<file path="src/rtl/elastic_config_loader.sv">
// Writer side of the ElasticPE config-load interface: streams N packed context words into one
// PE's config memory, then pulses start_exec. Optional checksum word: ELASTIC_CONFIG_LOADER_CHECKSUM_EN.
module elastic_config_loader #(
    parameter int unsigned DATA_WIDTH              = 32,
    parameter int unsigned INPUT_NUM_BIT_LENGTH    = 3,
    parameter int unsigned NEIGHBOR_PE_NUM         = 4,
    parameter int unsigned OPERATION_BIT_LENGTH    = 4,
    parameter int unsigned CONTEXT_SIZE            = 8,
    parameter int unsigned CONTEXT_SIZE_BIT_LENGTH = 3,
    localparam int unsigned CFG_W = 2 * INPUT_NUM_BIT_LENGTH + NEIGHBOR_PE_NUM
                                    + OPERATION_BIT_LENGTH + DATA_WIDTH
) (
    input  logic                               clk,
    input  logic                               reset_n,
    input  logic                               load_req,
    input  logic [CONTEXT_SIZE_BIT_LENGTH:0]   load_context_count,
    input  logic                               abort,
    input  logic                               exec_done,
    input  logic [CFG_W-1:0]                   cfg_word,
    input  logic                               valid_input,
    output logic                               stop_input,
    output logic [INPUT_NUM_BIT_LENGTH-1:0]    config_input_PE_index_1,
    output logic [INPUT_NUM_BIT_LENGTH-1:0]    config_input_PE_index_2,
    output logic [NEIGHBOR_PE_NUM-1:0]         config_output_PE_index,
    output logic [OPERATION_BIT_LENGTH-1:0]    config_op,
    output logic [DATA_WIDTH-1:0]              config_const_data,
    output logic                               write_config_data,
    output logic [CONTEXT_SIZE_BIT_LENGTH-1:0] config_index,
    output logic                               start_exec,
    output logic [CONTEXT_SIZE_BIT_LENGTH-1:0] mapping_context_max_id,
    output logic                               busy,
    output logic                               load_error
);

    localparam int unsigned CSBL     = CONTEXT_SIZE_BIT_LENGTH;
    localparam int unsigned INBL     = INPUT_NUM_BIT_LENGTH;
    localparam int unsigned CntW     = CSBL + 1;
    localparam int unsigned OffIn2   = INBL;
    localparam int unsigned OffOut   = 2 * INBL;
    localparam int unsigned OffOp    = OffOut + NEIGHBOR_PE_NUM;
    localparam int unsigned OffConst = OffOp + OPERATION_BIT_LENGTH;

    localparam logic [CSBL:0]   CntOne = {{CSBL{1'b0}}, 1'b1};
    localparam logic [CSBL-1:0] IdxOne = {{(CSBL-1){1'b0}}, 1'b1};
    localparam logic [CSBL:0]   CtxMax = CntW'(CONTEXT_SIZE);

    typedef enum logic [1:0] {StIdle, StLoad, StStart, StRun} state_e;

    state_e                       state_q, state_d;
    logic [CSBL:0]                cnt_q, cnt_d;
    logic [CSBL:0]                n_q, n_d;
    logic                         load_error_q, load_error_d;
    logic                         write_q, write_d;
    logic                         start_q, start_d;
    logic [CSBL-1:0]              index_q, index_d;
    logic [CSBL-1:0]              max_id_q, max_id_d;
    logic [INBL-1:0]              in1_q, in1_d;
    logic [INBL-1:0]              in2_q, in2_d;
    logic [NEIGHBOR_PE_NUM-1:0]   out_q, out_d;
    logic [OPERATION_BIT_LENGTH-1:0] op_q, op_d;
    logic [DATA_WIDTH-1:0]        const_q, const_d;
`ifdef ELASTIC_CONFIG_LOADER_CHECKSUM_EN
    logic [CFG_W-1:0]             cks_q, cks_d;
    logic                         cks_phase_q, cks_phase_d;
`endif

    logic transfer;
    logic n_legal;

    assign stop_input = (state_q != StLoad) || abort;
    assign transfer   = valid_input && !stop_input;
    assign n_legal    = (load_context_count != '0) && (load_context_count <= CtxMax);
    assign busy       = (state_q != StIdle);

    always_comb begin
        state_d      = state_q;
        cnt_d        = cnt_q;
        n_d          = n_q;
        load_error_d = load_error_q;
        write_d      = 1'b0;
        start_d      = 1'b0;
        index_d      = index_q;
        max_id_d     = max_id_q;
        in1_d        = in1_q;
        in2_d        = in2_q;
        out_d        = out_q;
        op_d         = op_q;
        const_d      = const_q;
`ifdef ELASTIC_CONFIG_LOADER_CHECKSUM_EN
        cks_d        = cks_q;
        cks_phase_d  = cks_phase_q;
`endif
        unique case (state_q)
            StIdle: begin
                if (load_req) begin
                    if (n_legal) begin
                        state_d      = StLoad;
                        cnt_d        = '0;
                        n_d          = load_context_count;
                        load_error_d = 1'b0;
`ifdef ELASTIC_CONFIG_LOADER_CHECKSUM_EN
                        cks_d        = '0;
                        cks_phase_d  = 1'b0;
`endif
                    end else begin
                        load_error_d = 1'b1;
                    end
                end
            end
            StLoad: begin
                // stop_input is high under abort, so no word can transfer in that cycle
                if (abort) begin
                    state_d = StIdle;
                end else if (transfer) begin
`ifdef ELASTIC_CONFIG_LOADER_CHECKSUM_EN
                    if (cks_phase_q) begin
                        if (cfg_word == cks_q) begin
                            state_d = StStart;
                        end else begin
                            load_error_d = 1'b1;
                            state_d      = StIdle;
                        end
                    end else begin
                        write_d = 1'b1;
                        index_d = cnt_q[CSBL-1:0];
                        in1_d   = cfg_word[0 +: INBL];
                        in2_d   = cfg_word[OffIn2 +: INBL];
                        out_d   = cfg_word[OffOut +: NEIGHBOR_PE_NUM];
                        op_d    = cfg_word[OffOp +: OPERATION_BIT_LENGTH];
                        const_d = cfg_word[OffConst +: DATA_WIDTH];
                        cnt_d   = cnt_q + CntOne;
                        cks_d   = cks_q ^ cfg_word;
                        if (cnt_q + CntOne == n_q) begin
                            cks_phase_d = 1'b1;
                        end
                    end
`else
                    write_d = 1'b1;
                    index_d = cnt_q[CSBL-1:0];
                    in1_d   = cfg_word[0 +: INBL];
                    in2_d   = cfg_word[OffIn2 +: INBL];
                    out_d   = cfg_word[OffOut +: NEIGHBOR_PE_NUM];
                    op_d    = cfg_word[OffOp +: OPERATION_BIT_LENGTH];
                    const_d = cfg_word[OffConst +: DATA_WIDTH];
                    cnt_d   = cnt_q + CntOne;
                    if (cnt_q + CntOne == n_q) begin
                        state_d = StStart;
                    end
`endif
                end
            end
            StStart: begin
                state_d  = StRun;
                start_d  = 1'b1;
                max_id_d = n_q[CSBL-1:0] - IdxOne;
            end
            StRun: begin
                if (abort || exec_done) begin
                    state_d = StIdle;
                end
            end
            default: state_d = StIdle;
        endcase
    end

    always_ff @(posedge clk or negedge reset_n) begin
        if (!reset_n) begin
            state_q      <= StIdle;
            cnt_q        <= '0;
            n_q          <= '0;
            load_error_q <= 1'b0;
            write_q      <= 1'b0;
            start_q      <= 1'b0;
            index_q      <= '0;
            max_id_q     <= '0;
            in1_q        <= '0;
            in2_q        <= '0;
            out_q        <= '0;
            op_q         <= '0;
            const_q      <= '0;
`ifdef ELASTIC_CONFIG_LOADER_CHECKSUM_EN
            cks_q        <= '0;
            cks_phase_q  <= 1'b0;
`endif
        end else begin
            state_q      <= state_d;
            cnt_q        <= cnt_d;
            n_q          <= n_d;
            load_error_q <= load_error_d;
            write_q      <= write_d;
            start_q      <= start_d;
            index_q      <= index_d;
            max_id_q     <= max_id_d;
            in1_q        <= in1_d;
            in2_q        <= in2_d;
            out_q        <= out_d;
            op_q         <= op_d;
            const_q      <= const_d;
`ifdef ELASTIC_CONFIG_LOADER_CHECKSUM_EN
            cks_q        <= cks_d;
            cks_phase_q  <= cks_phase_d;
`endif
        end
    end

    assign config_input_PE_index_1 = in1_q;
    assign config_input_PE_index_2 = in2_q;
    assign config_output_PE_index  = out_q;
    assign config_op               = op_q;
    assign config_const_data       = const_q;
    assign write_config_data       = write_q;
    assign config_index            = index_q;
    assign start_exec              = start_q;
    assign mapping_context_max_id  = max_id_q;
    assign load_error              = load_error_q;

endmodule

</file>
<file path="config.mk">
export PLATFORM = sky130hd
export DESIGN_NAME = elastic_config_loader
export DESIGN_NICKNAME = d
export VERILOG_FILES = /design/src/rtl/elastic_config_loader.sv
export SDC_FILE = /design/constraint.sdc
export NUM_CORES = 1
export LEC_CHECK = 0
export ABC_AREA = 1
export BUFFER_PORTS_ARGS = -buffer_cell sky130_fd_sc_hd__clkbuf_2
export CORE_MARGIN = 10
export CORE_UTILIZATION = 31
export DETAILED_ROUTE_END_ITERATION = 16
export PLACE_DENSITY = 0.69
export SLEW_MARGIN = 20
export SYNTH_ARGS = -nofsm -noshare
export SYNTH_HDL_FRONTEND = slang
export SYNTH_SLANG_ARGS = --single-unit
</file>
<file path="constraint.sdc">
create_clock -name clk -period 1.61 [get_ports clk]
set_clock_uncertainty 0.1 [all_clocks]
set_input_delay 0.2415 -clock clk [delete_from_list [all_inputs] [get_ports clk]]
set_output_delay 0.2415 -clock clk [all_outputs]
set_load 0.01 [all_outputs]
</file>
==> flow_summary.yaml <==
setup_path:
  crit_type: "reg2reg"
  reg2reg_slack_ns: 0.07
  start_kind: "flop"
  cpPeakStageDelay_ns: 0.41
  cpMaxStageDelayCell: "dfrtp_1"
  worst_setup_path_end_kind: "flop"
  path_buf_inv: 1
  crit_top_cell: "nand2_1"
  worstPathCellList: "ha_4 -> inv_2 -> a21oi_2 -> nand3_1 -> nor2_1 -> nand2_1 -> nand2_2 -> nand3_1 -> nand2_1 -> nand2_1"
  critPathMaxFanout: 4
  worstPathRequired_ns: 1.74
  path_delay_family: "simple AND/OR/NAND/NOR gates"
  critPathArrivalTime_ns: 1.67
finish:
  syn2layout_area_growth_pct: 45.3
  fin_nets: 519
  final_cells: 571
  antennaDiodeCount: 0
  fin_util: 0.469
  drive_gt1_frac: 0.328
power:
  leakage_nw: 2.21
  power.density_nw_per_um2: 1750
  internal-power_mw: 4.23
  power_mw: 6.82
  pwr-share-clk: 0.199
  seqPwrFrac: 0.413
  combPwrFrac: 0.389
  netSwitchingFraction: 0.380
  p_switching_mw: 2.59
  vdd_ir_drop_max_v: 0.000891
sta:
  worst_pin_slew_ns: 0.338
  slew_violations: 0
  hold_viol: 0
  fin_crit_ns: 1.54
  fmax_mhz: 649
  finalCritPeriodShare: 0.958
  finalSetupViolCount: 0
  layout_setup_ws_ns: 0.0684
  rsz0062_at_grt: "yes"
  maxSlewHeadroom: 0.775
global_route:
  antenna_found_initial: 0
  grt_start_max_net_pins: 66
  overflow: 0
  grt_pass1_vias: 2546
  grtUsageTotal: 0.119
  grt_pass1_wl_um: 12500
floorplanning:
  die_w_um: 113
  core_um2: 8300
  row_count: 33
  dieArea_um2: 12800
  initial_core_util: 0.323
  die_y_um: 113
  io_pins: 113
drt:
  drc: 0
  drt-total-wl_um: 7520
  num_vias: 2466
  drtPass1Iterations: 4
  drtAntennaViolNets: 0
  drt_iter0_drc: 98
  via_per_inst: 4.32
  wl_per_cell_um: 13.2
clock_tree:
  cts_tree: "done"
  clk_latency_ns: 0.34
  htreeDepth: 3
  clockBufferDepth: 2
  cts-root-buf: "clkbuf_8"
  clk_pin_slew_ns: 0.07
  cts_buffers: 9
  clkSinkCount: 65
yosys:
  synth.top_cell.area_share: 0.607
  synth-seq-cells: 65
  synthFlopType: "dfrtp_1"
  synth_top_area_cell: "dfrtp_1"
  yosysSeqAreaShare: 0.607
  syn_nets: 370
  synth_cell_types: 22
  synthTopCellsByArea: "dfrtp_1 (61%), nand2_1 (24%), inv_1 (2.8%)"
  yosysMostFrequentCell: "nand2_1"
  syn_area_per_cell_um2: 8.59
  ys_async_sr_fraction: 1.00
  synth.top_cells.by_count: "nand2_1 (171), dfrtp_1 (65), inv_1 (20)"
  postSynthCellCount: 312
  synth_edf_count: 0
  yosys_warnings: 0
  syn-cell-area_um2: 2680
placed_design:
  place_ws_ns: -0.0177
  hpwl_um: 5470
  post-place-cells: 527
  port_buffers: 112
  gp_congestion: 0.791
run:
  max_cap_violations: 0
hold_path:
  hold_class: "in2reg"
status:
  outcome: "completed"
[state kept, by name (all words and copies together) (netlist names), 3 cells and up, named ones only]
name	flops
cnt_q	4
config_const_data	32
config_index	3
config_input_PE_index_1	3
config_input_PE_index_2	3
config_op	4
config_output_PE_index	4
mapping_context_max_id	3
n_q	4
[worst reg2reg max path, stage by stage (launching register included)]
cell and delay (ns):
dfrtp_1 0.41, ha_4 0.28, inv_2 0.03, a21oi_2 0.10, nand3_1 0.07, nor2_1 0.09, nand2_1 0.07, nand2_2 0.10
nand3_1 0.07, nand2_1 0.06, nand2_1 0.05
[path summary, 6_finish.rpt]
kind	startpoint	to	cells after the start
worst max register to register	cnt_q[0]$_DFFE_PN0P_	flop	10
max in group asynchronous	reset_n	cnt_q[2]$_DFFE_PN0P_	3
worst max-delay path	cnt_q[0]$_DFFE_PN0P_	flop	10
worst min register to register	config_output_PE_index[0]$_DFFE_PN0P_	config_output_PE_index[0]$_DFFE_PN0P_	2
min in group asynchronous	reset_n	config_const_data[22]$_DFFE_PN0P_	3
worst min-delay path	cfg_word[32]	config_const_data[18]$_DFFE_PN0P_	3
[power groups by stage]
stage,registers (mW),clock network [mW],logic (mW)
after global routing,2.91,1.49,3.01
after detailed placement,2.82,0,2.60
final,2.81,1.35,2.65
after floorplan,3.10,0,1.09
after global placement,2.79,0,2.53
after CTS,2.79,1.41,2.67
[per-stage QoR]
step	hold slack [ns]	area, µm²	setup TNS (ns)
3_3_place_gp	0.184	3400	0
4_1_cts	0.000101	3850	0
6_report	0.0107	3890	0
5_1_grt	0.000177	3890	-0.0745
2_1_floorplan	-0.154	2680	0
3_5_place_dp	0.189	3400	-0.0221
[logic make-up after synthesis]
kind of cell	count (synthesis)	share of synthesized area
AO/OA/AOI/OAI	16	0.0355
XOR/XNOR	2	0.00654
AND/OR/NAND/NOR	195	0.285
flip-flops	65	0.607
adder cells (fa/ha/maj)	2	0.00934
buffers and inverters	32	0.0565
[cell type report]
type,count,area [µm²]
Clock inverter,6,57.6
Multi-Input combinational cell,215,926
Sequential cell,65,1630
Inverter,22,82.6
Timing Repair Buffer,148,932
Fill cell,832,4400
Tap cell,105,131
Clock buffer,10,138
[what timing repair did]
item                       4_1_cts  5_1_grt
pin swaps                        2        4
hold buffers                    23        1
buffers inserted                 2        2
setup endpoints to repair       22       40
hold endpoints to repair        87        1
resized for setup                2        7
[cells in the final DEF (no fill, tap or decap), types with 7 or more instances in the layout]
cell type / n
dfrtp_1: 64
o21ai_0: 7
clkbuf_2: 111
buf_4: 8
nand2_1: 168
nor2_1: 9
dlygate4sd3_1: 24
nand3_1: 9
clkbuf_8: 10
inv_1: 19
[per-layer routing]
metal  routed length [µm]  global-route usage  vias up
li1                     -                   -     1250
met1                 3070               0.134     1132
met2                 3700               0.195       76
met3                  646              0.0586        8
met4                  101              0.0372        0
met5                    0                   0        -
Note: power is estimated with default switching activity, not from simulation.
